===== src/rtl/fetch_unit.sv =====
// Instruction prefetch stage: issues 4-byte MMU reads into an 8-byte FIFO and
// presents up to 4 bytes plus their PC to the decoder; jumps flush and refetch.
module fetch_unit #(
  parameter int unsigned       ADDR_W     = 24,
  parameter logic [ADDR_W-1:0] RESET_PC   = 24'h000100,
  parameter int unsigned       FIFO_DEPTH = 8
) (
  input  logic              clk,
  input  logic              rst,
  output logic [ADDR_W-1:0] mem_address,
  output logic              mem_read,
  output logic [1:0]        mem_byteCount,
  input  logic [31:0]       mem_dataOut,
  input  logic              mem_dataOutReady,
  output logic [31:0]       instr_bytes,
  output logic [2:0]        instr_avail,
  output logic [ADDR_W-1:0] instr_pc,
  input  logic [2:0]        consume,
  input  logic              jump,
  input  logic [ADDR_W-1:0] jump_addr
);

  localparam int unsigned PTR_W = $clog2(FIFO_DEPTH);
  localparam int unsigned CNT_W = PTR_W + 1;
  localparam logic [CNT_W-1:0] WORD_BYTES = CNT_W'(4);

  typedef enum logic {
    IDLE,
    REQ
  } state_t;

  state_t            state, state_n;
  logic              mem_read_n;
  logic [ADDR_W-1:0] addr_n;
  logic [ADDR_W-1:0] fetch_ptr, fetch_ptr_n;
  logic [ADDR_W-1:0] pc_n;
  logic [CNT_W-1:0]  count, count_n;
  logic [PTR_W-1:0]  rd_ptr, rd_ptr_n;
  logic [PTR_W-1:0]  wr_ptr, wr_ptr_n;
  logic              discard, discard_n;
  logic              push;
  logic [2:0]        consume_eff;
  logic [7:0]        fifo_mem [FIFO_DEPTH];

  assign mem_byteCount = 2'd3;
  assign instr_avail   = (count > WORD_BYTES) ? 3'd4 : count[2:0];
  assign consume_eff   = (consume > instr_avail) ? instr_avail : consume;

  always_comb begin
    instr_bytes = '0;
    for (int unsigned i = 0; i < 4; i++) begin
      if (3'(i) < instr_avail) begin
        instr_bytes[8*i +: 8] = fifo_mem[rd_ptr + PTR_W'(i)];
      end
    end
  end

  always_comb begin
    state_n     = state;
    mem_read_n  = mem_read;
    addr_n      = mem_address;
    fetch_ptr_n = fetch_ptr;
    discard_n   = discard;
    push        = 1'b0;
    count_n     = count - CNT_W'(consume_eff);
    rd_ptr_n    = rd_ptr + PTR_W'(consume_eff);
    wr_ptr_n    = wr_ptr;
    pc_n        = instr_pc + ADDR_W'(consume_eff);

    if (jump) begin
      count_n     = '0;
      rd_ptr_n    = '0;
      wr_ptr_n    = '0;
      pc_n        = jump_addr;
      fetch_ptr_n = jump_addr;
    end

    unique case (state)
      IDLE: begin
        if (jump) begin
          addr_n = jump_addr;
        end else if (count <= WORD_BYTES) begin
          mem_read_n = 1'b1;
          state_n    = REQ;
        end
      end
      REQ: begin
        if (mem_dataOutReady) begin
          // Data returned for a pre-jump address (or on the jump edge itself)
          // is dropped; fetch_ptr already holds the redirect target then.
          if (!jump && !discard) begin
            push        = 1'b1;
            count_n     = count_n + WORD_BYTES;
            wr_ptr_n    = wr_ptr + PTR_W'(4);
            fetch_ptr_n = fetch_ptr + ADDR_W'(4);
          end
          discard_n = 1'b0;
          addr_n    = fetch_ptr_n;
          if (count_n > WORD_BYTES) begin
            mem_read_n = 1'b0;
            state_n    = IDLE;
          end
        end else if (jump) begin
          discard_n = 1'b1;
        end
      end
      default: state_n = IDLE;
    endcase
  end

  always_ff @(posedge clk) begin
    if (rst) begin
      state       <= IDLE;
      mem_read    <= 1'b0;
      mem_address <= RESET_PC;
      fetch_ptr   <= RESET_PC;
      instr_pc    <= RESET_PC;
      count       <= '0;
      rd_ptr      <= '0;
      wr_ptr      <= '0;
      discard     <= 1'b0;
    end else begin
      state       <= state_n;
      mem_read    <= mem_read_n;
      mem_address <= addr_n;
      fetch_ptr   <= fetch_ptr_n;
      instr_pc    <= pc_n;
      count       <= count_n;
      rd_ptr      <= rd_ptr_n;
      wr_ptr      <= wr_ptr_n;
      discard     <= discard_n;
    end
  end

  always_ff @(posedge clk) begin
    if (!rst && push) begin
      for (int unsigned k = 0; k < 4; k++) begin
        fifo_mem[wr_ptr + PTR_W'(k)] <= mem_dataOut[8*k +: 8];
      end
    end
  end

endmodule


===== config.mk =====
export PLATFORM = sky130hd
export DESIGN_NAME = fetch_unit
export DESIGN_NICKNAME = d
export VERILOG_FILES = /design/src/rtl/fetch_unit.sv
export SDC_FILE = /design/constraint.sdc
export NUM_CORES = 1
export LEC_CHECK = 0
export ABC_AREA = 0
export CAP_MARGIN = 20
export CORE_MARGIN = 2
export CORE_UTILIZATION = 30
export CTS_CLUSTER_DIAMETER = 40
export DETAILED_ROUTE_END_ITERATION = 10
export MAX_ROUTING_LAYER = met4
export PLACE_DENSITY = 0.55
export SLEW_MARGIN = 20
export SYNTH_ARGS = -nofsm -noshare
export SYNTH_HDL_FRONTEND = slang
export SYNTH_SLANG_ARGS = --single-unit

===== constraint.sdc =====
create_clock -name clk -period 10.1 [get_ports clk]
set_input_delay 1.515 -clock clk [delete_from_list [all_inputs] [get_ports clk]]
set_output_delay 1.515 -clock clk [all_outputs]
set_load 0.05 [all_outputs]

==> results of run 1 <==
==> critical path, cell delays in order (launching register included) <==
cell	delay, ns
dfxtp_1	0.30
buf_4	0.31
inv_1	0.32
ha_1	0.43
nor2b_1	0.72
a22o_1	0.31
clkdlybuf4s50_1	0.84
==> how the worst max path moves through the flow <==
| stage | slack (ns) | endpoint |
|---|---|---|
| 2_1_floorplan | 5.69 | instr_bytes[29] |
| 3_3_place_gp | 4.90 | instr_pc[12] |
| 3_5_place_dp | 4.79 | instr_pc[14] |
| 4_1_cts | 4.81 | instr_bytes[15] |
| 5_1_grt | 4.72 | instr_bytes[15] |
| 6_report | 4.91 | instr_bytes[15] |
==> final cells by class <==
class	count	area (um^2)	area share, %
Clock buffer	21	472	3.62
Clock inverter	10	71.3	0.548
Inverter	29	109	0.836
Multi-Input combinational cell	841	6610	50.8
Sequential cell	149	3630	27.9
Tap cell	461	577	4.43
Timing Repair Buffer	159	1550	11.9
==> cells in the final DEF, fill, tap and decap left out, types with 25 or more instances in the layout <==
master and count:
a21oi_1 78, mux4_2 60, edfxtp_1 64, nand3_1 27
o21ai_0 59, o22ai_1 44, nand2_1 92, xor2_1 34
mux2i_1 74, clkdlybuf4s50_1 144, nor2_1 69, inv_1 29
dfxtp_1 84, mux2_2 32, xnor2_1 25
==> cells by family after synthesis <==
logic type | after synthesis | synth area share (%)
AOI/OAI and AO/OA | 287 | 16.7
xor gates and xnor gates | 60 | 4.97
adders and majority gates | 18 | 2.28
buffers and inverters | 115 | 4.83
DFF | 149 | 33.8
muxes | 166 | 22.8
other | 1 | 0.0349
and+or+nand+nor | 308 | 14.6
==> layer usage <==
layer,up-vias,share of wire (%),global-route usage [%]
met3,50,7.6,4.29
met1,4554,46,28.5
li1,4361,-,-
met4,0,2.0,5.51
met5,-,0,-
met2,389,44,29.6
==> power by group through the flow <==
stage          logic [mW]  registers, mW  clock network, mW
3_3_place_gp         1.61          0.768                  0
2_1_floorplan        1.05          0.842                  0
4_1_cts              1.63          0.756              0.602
5_1_grt              1.74          0.765              0.627
6_report             1.62          0.756              0.592
3_5_place_dp         1.62          0.768                  0
==> stage by stage <==
step	total power, mW	utilization (%)	instance area, um^2	hold WS, ns
2_1_floorplan	1.89	-	10700	0.446
3_3_place_gp	2.38	35.2	12500	0.456
3_5_place_dp	2.39	35.2	12500	0.459
4_1_cts	2.99	36.8	13000	0.469
5_1_grt	3.13	36.8	13000	0.503
6_report	2.97	36.8	13000	0.470
==> flip-flops by register name (all words and copies together), names as in the netlist <==
signal,cells
discard,1
count,4
fifo_mem,64
state,1
fetch_ptr,24
wr_ptr,3
mem_read,1
rd_ptr,3
mem_address,24
instr_pc,24
==> qor.txt, run 1 <==
Status = completed
# IOs = 149
Root Driver = clkbuf_16
Initial core utilization = 30.3%
Clock latency on the worst-skew pair = 0.43 ns
Worst slew pin tran = 0.967 ns
VDD IR-drop max = 143 uV
Post_cts resized = 0
Required time worst endpoint = 8.59 ns
Layout area overhead = 21.2%
Clock Sinks = 149
Clock power frac = 20.0%
Fmax achieved = 0.193 GHz
Dpl hpwl = 27,300 um
Setup WS post-layout = 4.91 ns
Placed Cells = 1,639
Diode count = 0
Top-count cell post-synth = nand2_1
Rel. slew slack = 35.5%
Sequential share of power = 25.5%
Fin. max-slew vios = 0
Hold_buf cts = 0
Max-Cap Viols = 0
Critical R2R Capture = instr_pc[14]
Setup crit end kind = primary output
Global-route wire length before repair = 55,300 um
Critical path fanouts, max = 22
Hold Path Depth = 2
Clk pin slew, worst setup/hold paths = 0.06 ns
CP Class = reg2out
Placeable Area = 35,400 um^2
RSZ-0062 raised after global routing = no
Worst slack, placed = 4.79 ns
Ratio of cells with drive above 1 in the final layout = 13.2%
Wirelength, routed = 37,000 um
Initial drt markers = 859
Final nets = 1,277
Final hold violation count = 0
Synthesized flop and latch total = 149
Via density = 5.60
Die ar. = 37,300 um^2
Setup crit start = rd_ptr[1]
Worst path arrival time = 3.68 ns
Min cycle time layout = 5.19 ns
Ys Warns = 0
CTS buffer count = 17
CTS tree = done
Tcrit/Tclk final = 51.4%
PwrDens = 228 nW/um^2
Vias = 9,354
Avg Inst Size Synth = 9.72 um^2
GRT Total Usage = 20.3%
Cell taking the most area after synthesis = edfxtp_1
Psw = 1.34 mW
Grt total ovfl = 0
Row count = 69
Initial DRT Pass Iterations = 7
Routed len/inst = 22.1 um
Final setup viols = 0
Pleak = 4.65 nW
Seq/Total Area, Yosys = 33.8%
Min-Delay Path Class = reg2reg
Die X = 193 um
Vias in the first global route = 8,863
Synth area leaders = edfxtp_1 (18%), dfxtp_1 (16%), mux4_2 (13%)
Top-area cell type share of the netlist area = 17.9%
R2r worst-path depth = 14
Setup TNS = 0 ns
Sw frac = 45.1%
Longest Clk Path Bufs = 2
Combinational Power Share = 54.6%
Gpl congestion = 0.947
Cell count after synthesis = 1,104
Hold endpoint = fetch_ptr[0]
Netlist cell types = 78
H-tree lvl count = 4
Startpoint Class = flop
Post-Syn Area = 10,700 um^2
Ys flop type = dfxtp_1
Antenna-violating nets left = 0
Die Span Y = 193 um
Hold Startpoint = fetch_ptr[0]
Pint = 1.63 mW
Fillers = 3,531
# DRC = 0
Final instance count without filler cells = 1,670
I/O Buffers = 146
Largest net degree at the start of global routing = 64
R2R Path Start = count[3]
Number of antenna violations at the first check in global routing = 0
EDFF count, synth = 64
Post-CTS Setup Inserts = 0
Clock skew = 0.0151 ns
Synth top cells by count = nand2_1 (92), dfxtp_1 (85), a21oi_1 (78), mux2i_1 (74), nor2_1 (70)
R2r setup slk = 5.98 ns
Ys async rst share = 0%
Power figures use the tool's default switching activity.
==> inputs of run 2 (changes only) <==
==> constraint.sdc (replaced) <==
create_clock -name clk -period 5.4 [get_ports clk]
set_input_delay 0.81 -clock clk [delete_from_list [all_inputs] [get_ports clk]]
set_output_delay 0.81 -clock clk [all_outputs]
set_load 0.05 [all_outputs]
==> run 2 against run 1 <==
Effect of this change:
- clock power is 120% higher
- via count is 0.45% higher
- count of clock-buffer cells in the layout is 1 higher
- worst hold slack better by 0.0032 ns
- clock skew is 0.0072 ns lower
- sequential cell count stayed put
- wire length is 0.85% lower
- largest cell class unchanged
- sequential share of layout area is 0.25 points lower
- non-clock buffer count is 2 higher
==> qor.txt, run 2 (synthesis results as in run 1) <==
Status = completed (unchanged)
CP endpoint = instr_pc[12] (was instr_bytes[15])
Hold Startpoint = mem_address[6] (was fetch_ptr[0])
VDD IR-drop max = 243 uV (was 143 uV)
Most frequent cells in the layout = clkdlybuf4s50_1 (144), nand2_1 (92), dfxtp_1 (84) (unchanged)
Clock Sinks = 149 (unchanged)
Ratio of cells with drive above 1 in the final layout = 13.3% (was 13.2%)
Die Span Y = 193 um (unchanged)
Antenna-violating nets left = 0 (unchanged)
Fmax achieved = 0.237 GHz
Clk pin slew, worst setup/hold paths = 0.06 ns (about the same)
Dpl hpwl = 27,200 um (was 27,300 um)
Critical path fanouts, max = 7 (was 22)
Fin. max-slew vios = 0 (unchanged)
Vias in the first global route = 8,813 (was 8,863)
Pleak = 4.70 nW (was 4.65 nW)
CP Cell Sequence = clkdlybuf4s50_1, ha_1, a21o_1, nand2b_1, a21oi_1, ha_1, inv_1, fa_1, nor2b_1, o21a_1, nand3_1, or3_1, a311oi_1 (was buf_4, inv_1, ha_1, nor2b_1, a22o_1, clkdlybuf4s50_1)
Rel. slew slack = 23.5% (was 35.5%)
Final hold violation count = 0 (unchanged)
Number of antenna violations at the first check in global routing = 1 (was 0)
Crit path buffers/inverters = 2 (was 3)
Storage element area = 3630 um^2 (unchanged)
Clock latency on the worst-skew pair = 0.43 ns (about the same)
R2r worst-path depth = 15 (was 14)
GRT Total Usage = 20.2% (was 20.3%)
# IOs = 149 (unchanged)
Gpl congestion = 0.952 (was 0.947)
Max-Cap Viols = 0 (unchanged)
Wirelength, routed = 36,600 um (was 37,000 um)
Worst path arrival time = 4.56 ns (was 3.68 ns)
Final nets = 1,279 (was 1,277)
Initial drt markers = 1,031 (was 859)
Setup WS post-layout = 1.17 ns (was 4.91 ns)
Grt total ovfl = 0 (unchanged)
Hold_buf cts = 0 (unchanged)
CP Class = in2reg (was reg2out)
Min cycle time layout = 4.23 ns
Clock skew = 0.00790 ns (was 0.0151 ns)
Core Util, Final = 37.1% (was 36.8%)
Initial DRT Pass Iterations = 5 (was 7)
Initial core utilization = 30.3% (unchanged)
Sequential share of power = 24.7% (was 25.5%)
Via density = 5.61 (was 5.60)
Clock power frac = 22.5% (was 20.0%)
Final setup viols = 0 (unchanged)
Min-Delay Path Class = reg2reg (unchanged)
Tcrit/Tclk final = 78.3%
Row count = 69 (unchanged)
Psw = 2.50 mW (was 1.34 mW)
Worst slew pin tran = 1.14 ns (was 0.967 ns)
Post_cts resized = 0 (unchanged)
RSZ-0062 raised after global routing = no (unchanged)
Vias = 9,396 (was 9,354)
Combinational Power Share = 52.8% (was 54.6%)
Worst slack, placed = 0.764 ns (was 4.79 ns)
Placeable Area = 35,400 um^2 (unchanged)
Routed len/inst = 21.9 um (was 22.1 um)
Most common cell after layout, fill and taps aside = clkdlybuf4s50_1 (unchanged)
Area of the multi-input gates = 6600 um^2 (was 6610 um^2)
PwrDens = 438 nW/um^2 (was 228 nW/um^2)
CTS buffer count = 17 (unchanged)
Die X = 193 um (unchanged)
Required time worst endpoint = 5.73 ns (was 8.59 ns)
Reg with most FFs = fifo_mem (unchanged)
CP most frequent cell = ha_1
I/O Buffers = 146 (unchanged)
Setup crit end kind = flop (was primary output)
Startpoint Class = input port (was flop)
Sw frac = 43.5% (was 45.1%)
Crit path max-delay family = compound AO/OA/AOI/OAI gates (was buffers and inverters)
Fillers = 3,586 (was 3,531)
R2R Path Start = count[3] (unchanged)
H-tree lvl count = 4 (unchanged)
Setup TNS = 0 ns (unchanged)
Setup crit start = consume[2] (was rd_ptr[1])
R2r setup slk = 1.25 ns (was 5.98 ns)
Max reg flops = 64 (unchanged)
Crit path depth = 13 (was 6)
Global-route wire length before repair = 55,000 um (was 55,300 um)
Largest net degree at the start of global routing = 61 (was 64)
Longest Clk Path Bufs = 2 (unchanged)
Post-CTS Setup Inserts = 0 (unchanged)
Slowest library cell on the worst path = clkdlybuf4s50_1 (unchanged)
# DRC = 0 (unchanged)
Crit-path max cell delay = 0.45 ns (was 0.84 ns)
Die ar. = 37,300 um^2 (unchanged)
Root Driver = clkbuf_16 (unchanged)
Critical R2R Capture = instr_pc[12] (was instr_pc[14])
Layout area overhead = 22.4% (was 21.2%)
CTS tree = done (unchanged)
Pint = 3.25 mW (was 1.63 mW)
-- run 2: power by group through the flow --
stage	Clock (mW)	Sequential (mW)	Combinational [mW]
6_report	1.30	1.42	3.04
5_1_grt	1.36	1.43	3.27
4_1_cts	1.32	1.42	3.05
3_5_place_dp	0	1.44	3.04
3_3_place_gp	0	1.44	3.03
2_1_floorplan	0	1.57	1.96
-- run 2: worst min path at each step --
stage                                end  cells after the start
after floorplan             fetch_ptr[0]                      2
after global placement      fetch_ptr[0]                      2
after detailed placement    fetch_ptr[0]                      2
after CTS                 mem_address[6]                      2
after global routing      mem_address[6]                      2
final                     mem_address[6]                      2
-- run 2: worst reg2reg max path: cells and delay by family (launching register included) --
kind | cells | cell delay [ns]
flip-flops | 1 | 0.34
buffers and inverters | 2 | 0.18
adder cells (fa/ha/maj) | 3 | 0.90
AO/OA/AOI/OAI | 4 | 1.14
AND/OR/NAND/NOR | 6 | 1.50
-- run 2: per-stage QoR --
step	instance area [um^2]	instances	hold WS (ns)	power, mW
5_1_grt	13100	1674	0.510	6.06
3_3_place_gp	12500	1641	0.457	4.47
3_5_place_dp	12500	1641	0.465	4.48
4_1_cts	13100	1673	0.473	5.79
6_report	13100	1674	0.474	5.76
2_1_floorplan	10700	1105	0.446	3.54
-- run 2: routing by layer --
metal | vias up | GRT usage (%) | part of all wire [%]
met1 | 4614 | 28.8 | 47
met5 | - | - | 0
met3 | 38 | 3.73 | 7.3
met2 | 369 | 29.4 | 45
met4 | 0 | 5.16 | 1.3
li1 | 4375 | - | -
-- run 2: layout make-up --
cell class                      count  area share [%]
Clock inverter                     10            1.02
Multi-Input combinational cell    841            50.3
Antenna cell                        1          0.0191
Tap cell                          461            4.39
Inverter                           29           0.829
Sequential cell                   149            27.6
Timing Repair Buffer              161            11.9
Clock buffer                       22            3.94
==> inputs of run 3 (changes only) <==
--- a/config.mk
+++ b/config.mk
@@ -12,7 +12,7 @@
 export CTS_CLUSTER_DIAMETER = 40
 export DETAILED_ROUTE_END_ITERATION = 10
 export MAX_ROUTING_LAYER = met4
-export PLACE_DENSITY = 0.55
+export PLACE_DENSITY = 0.57
 export SLEW_MARGIN = 20
 export SYNTH_ARGS = -nofsm -noshare
 export SYNTH_HDL_FRONTEND = slang
==> constraint.sdc (replaced) <==
create_clock -name clk -period 3.47 [get_ports clk]
set_input_delay 0.5205 -clock clk [delete_from_list [all_inputs] [get_ports clk]]
set_output_delay 0.5205 -clock clk [all_outputs]
set_load 0.05 [all_outputs]
==> run 3 against run 2 <==
Effect of this change:
- utilization up 1.3 points
- die area did not move
- critical path depth up 1
- total power grew 57%
- cell count is 3.7% higher
- design area increased by 3.5%
- first-iteration DRC count fell by 15%
- sequential power up 56%
- worst setup slack lost 1.0 ns
- largest cell class unchanged
==> qor.txt, run 3 (synthesis results as in run 1) <==
Fin. max-slew vios = 0 (unchanged)
Max-Cap Viols = 0 (unchanged)
Clock latency on the worst-skew pair = 0.43 ns (about the same)
R2r setup slk = 0.15 ns (was 1.25 ns)
Initial DRT Pass Iterations = 5 (unchanged)
H-tree lvl count = 4 (unchanged)
Fillers = 3,549 (was 3,586)
Final nets = 1,341 (was 1,279)
Number of antenna violations at the first check in global routing = 1 (unchanged)
Hold Path Depth = 2 (unchanged)
Min-Delay Path Class = reg2reg (unchanged)
CTS tree = done (unchanged)
Grt total ovfl = 0 (unchanged)
# DRC = 0 (unchanged)
Required time worst endpoint = 3.81 ns (was 5.73 ns)
Total Power = 9.06 mW (was 5.76 mW)
Min cycle time layout = 3.32 ns
# IOs = 149 (unchanged)
Layout area overhead = 26.6% (was 22.4%)
Gpl congestion = 0.933 (was 0.952)
Final hold violation count = 0 (unchanged)
Psw = 4.06 mW (was 2.50 mW)
Sw frac = 44.8% (was 43.5%)
Critical path fanouts, max = 6 (was 7)
CP Class = reg2reg (was in2reg)
Antenna-violating nets left = 0 (unchanged)
GRT Total Usage = 20.5% (was 20.2%)
Worst path arrival time = 3.66 ns (was 4.56 ns)
Most common cell after layout, fill and taps aside = clkdlybuf4s50_1 (unchanged)
Fmax achieved = 0.301 GHz
Clock Sinks = 149 (unchanged)
Pint = 5.00 mW (was 3.25 mW)
Critical R2R Capture = instr_pc[14] (was instr_pc[12])
Setup WS post-layout = 0.148 ns (was 1.17 ns)
Tcrit/Tclk final = 95.7%
Final setup viols = 0 (unchanged)
Die X = 193 um (unchanged)
VDD IR-drop max = 378 uV (was 243 uV)
Routed len/inst = 21.5 um (was 21.9 um)
Pleak = 5.03 nW (was 4.70 nW)
Rel. slew slack = 36.0% (was 23.5%)
Wirelength, routed = 37,300 um (was 36,600 um)
Sequential share of power = 24.5% (was 24.7%)
Combinational Power Share = 55.8% (was 52.8%)
Setup TNS = 0 ns (unchanged)
Vias in the first global route = 9,219 (was 8,813)
Worst slack, placed = -0.206 ns (was 0.764 ns)
Largest net degree at the start of global routing = 66 (was 61)
Vias = 9,567 (was 9,396)
R2R Path Start = count[2] (was count[3])
PwrDens = 667 nW/um^2 (was 438 nW/um^2)
Root Driver = clkbuf_16 (unchanged)
CTS buffer count = 17 (unchanged)
Core Util, Final = 38.4% (was 37.1%)
Clock power frac = 19.8% (was 22.5%)
Hold Startpoint = fetch_ptr[0] (was mem_address[6])
Most frequent cells in the layout = clkdlybuf4s50_1 (116), buf_4 (99), nand2_1 (90) (was clkdlybuf4s50_1 (144), nand2_1 (92), dfxtp_1 (84))
Die ar. = 37,300 um^2 (unchanged)
Setup crit end kind = flop (unchanged)
Clk pin slew, worst setup/hold paths = 0.07 ns (was 0.06 ns)
Hold_buf cts = 0 (unchanged)
Status = completed (unchanged)
Worst slew pin tran = 0.952 ns (was 1.14 ns)
I/O Buffers = 146 (unchanged)
Placeable Area = 35,400 um^2 (unchanged)
Initial drt markers = 880 (was 1,031)
Initial core utilization = 30.3% (unchanged)
Via density = 5.51 (was 5.61)
Max reg flops = 64 (unchanged)
Hold endpoint = fetch_ptr[0] (was mem_address[6])
Reg with most FFs = fifo_mem (unchanged)
Row count = 69 (unchanged)
Global-route wire length before repair = 56,400 um (was 55,000 um)
Startpoint Class = flop (was input port)
R2r worst-path depth = 14 (was 15)
Longest Clk Path Bufs = 2 (unchanged)
Dpl hpwl = 28,400 um (was 27,200 um)
Die Span Y = 193 um (unchanged)
Clock skew = 0.00997 ns (was 0.00790 ns)
Ratio of cells with drive above 1 in the final layout = 20.6% (was 13.3%)
run 3: cell count changes in the layout (fill, tap and decap cells not counted), sizes merged:
| cell | before | now |
|---|---|---|
| clkbuf | 22 | 19 |
| bufinv | 3 | 0 |
| clkdlybuf4s50 | 144 | 116 |
| clkinv | 3 | 4 |
| inv | 33 | 36 |
| buf | 17 | 107 |
| clkinvlp | 0 | 2 |
run 3: per-layer routing:
metal	GRT usage [%]	routed length [um]
met5	-	0
met4	4.57	442
met3	2.68	2470
met2	30.2	16800
met1	30.0	17600
run 3: repair_timing:
item | in CTS | in global routing
gates resized for setup | 0 | 12
buffers inserted | 0 | 2
hold endpoints to repair | 0 | 0
endpoints found under the setup margin | 0 | 12
run 3: worst max-delay path by stage:
stage                              end        from  slack, ns  depth (start not counted)
after global placement    instr_pc[14]  consume[2]      -0.16                         13
final                     instr_pc[14]    count[2]       0.15                         14
after global routing      instr_pc[14]    count[2]      -0.01                         14
after floorplan           instr_pc[14]    count[3]      0.007                         16
after CTS                 instr_pc[14]    count[2]       0.03                         14
after detailed placement  instr_pc[14]  consume[2]      -0.21                         13
run 3: area by class of cell:
cell class	count	area, um^2	area share (%)
flip-flops and latches	149	3630	26.7
well taps	461	577	4.24
diodes	1	2.50	0.0184
multi-input cells	841	6670	49.1
repair buffers	223	2030	15.0
clock inverters	13	114	0.838
inverters	29	111	0.819
clock buffers	19	454	3.34
run 3: power groups by stage:
stage	logic [mW]	clock network [mW]	registers [mW]
floorplan	3.11	0	2.45
global placement	4.95	0	2.25
detailed placement	4.96	0	2.25
CTS	4.99	1.82	2.22
global route	5.42	1.89	2.25
finish	5.05	1.79	2.22
run 3: through the flow:
| step | std cells | instance area, um^2 | hold WS (ns) |
|---|---|---|---|
| after CTS | 1733 | 13500 | 0.479 |
| after floorplan | 1105 | 10800 | 0.446 |
| after detailed placement | 1701 | 12900 | 0.464 |
| after global placement | 1701 | 12900 | 0.454 |
| final | 1736 | 13600 | 0.476 |
| after global routing | 1736 | 13600 | 0.493 |
run 3: critical path, cell delays in order (launching register included):
cell,delay [ns]
dfxtp_2,0.33
or2_2,0.31
inv_4,0.09
ha_4,0.21
a21o_1,0.23
nand2b_4,0.17
a21oi_4,0.18
ha_4,0.15
inv_1,0.05
fa_2,0.37
nor2b_2,0.13
o21a_1,0.21
nand3_2,0.15
or3_1,0.39
a311oi_1,0.24
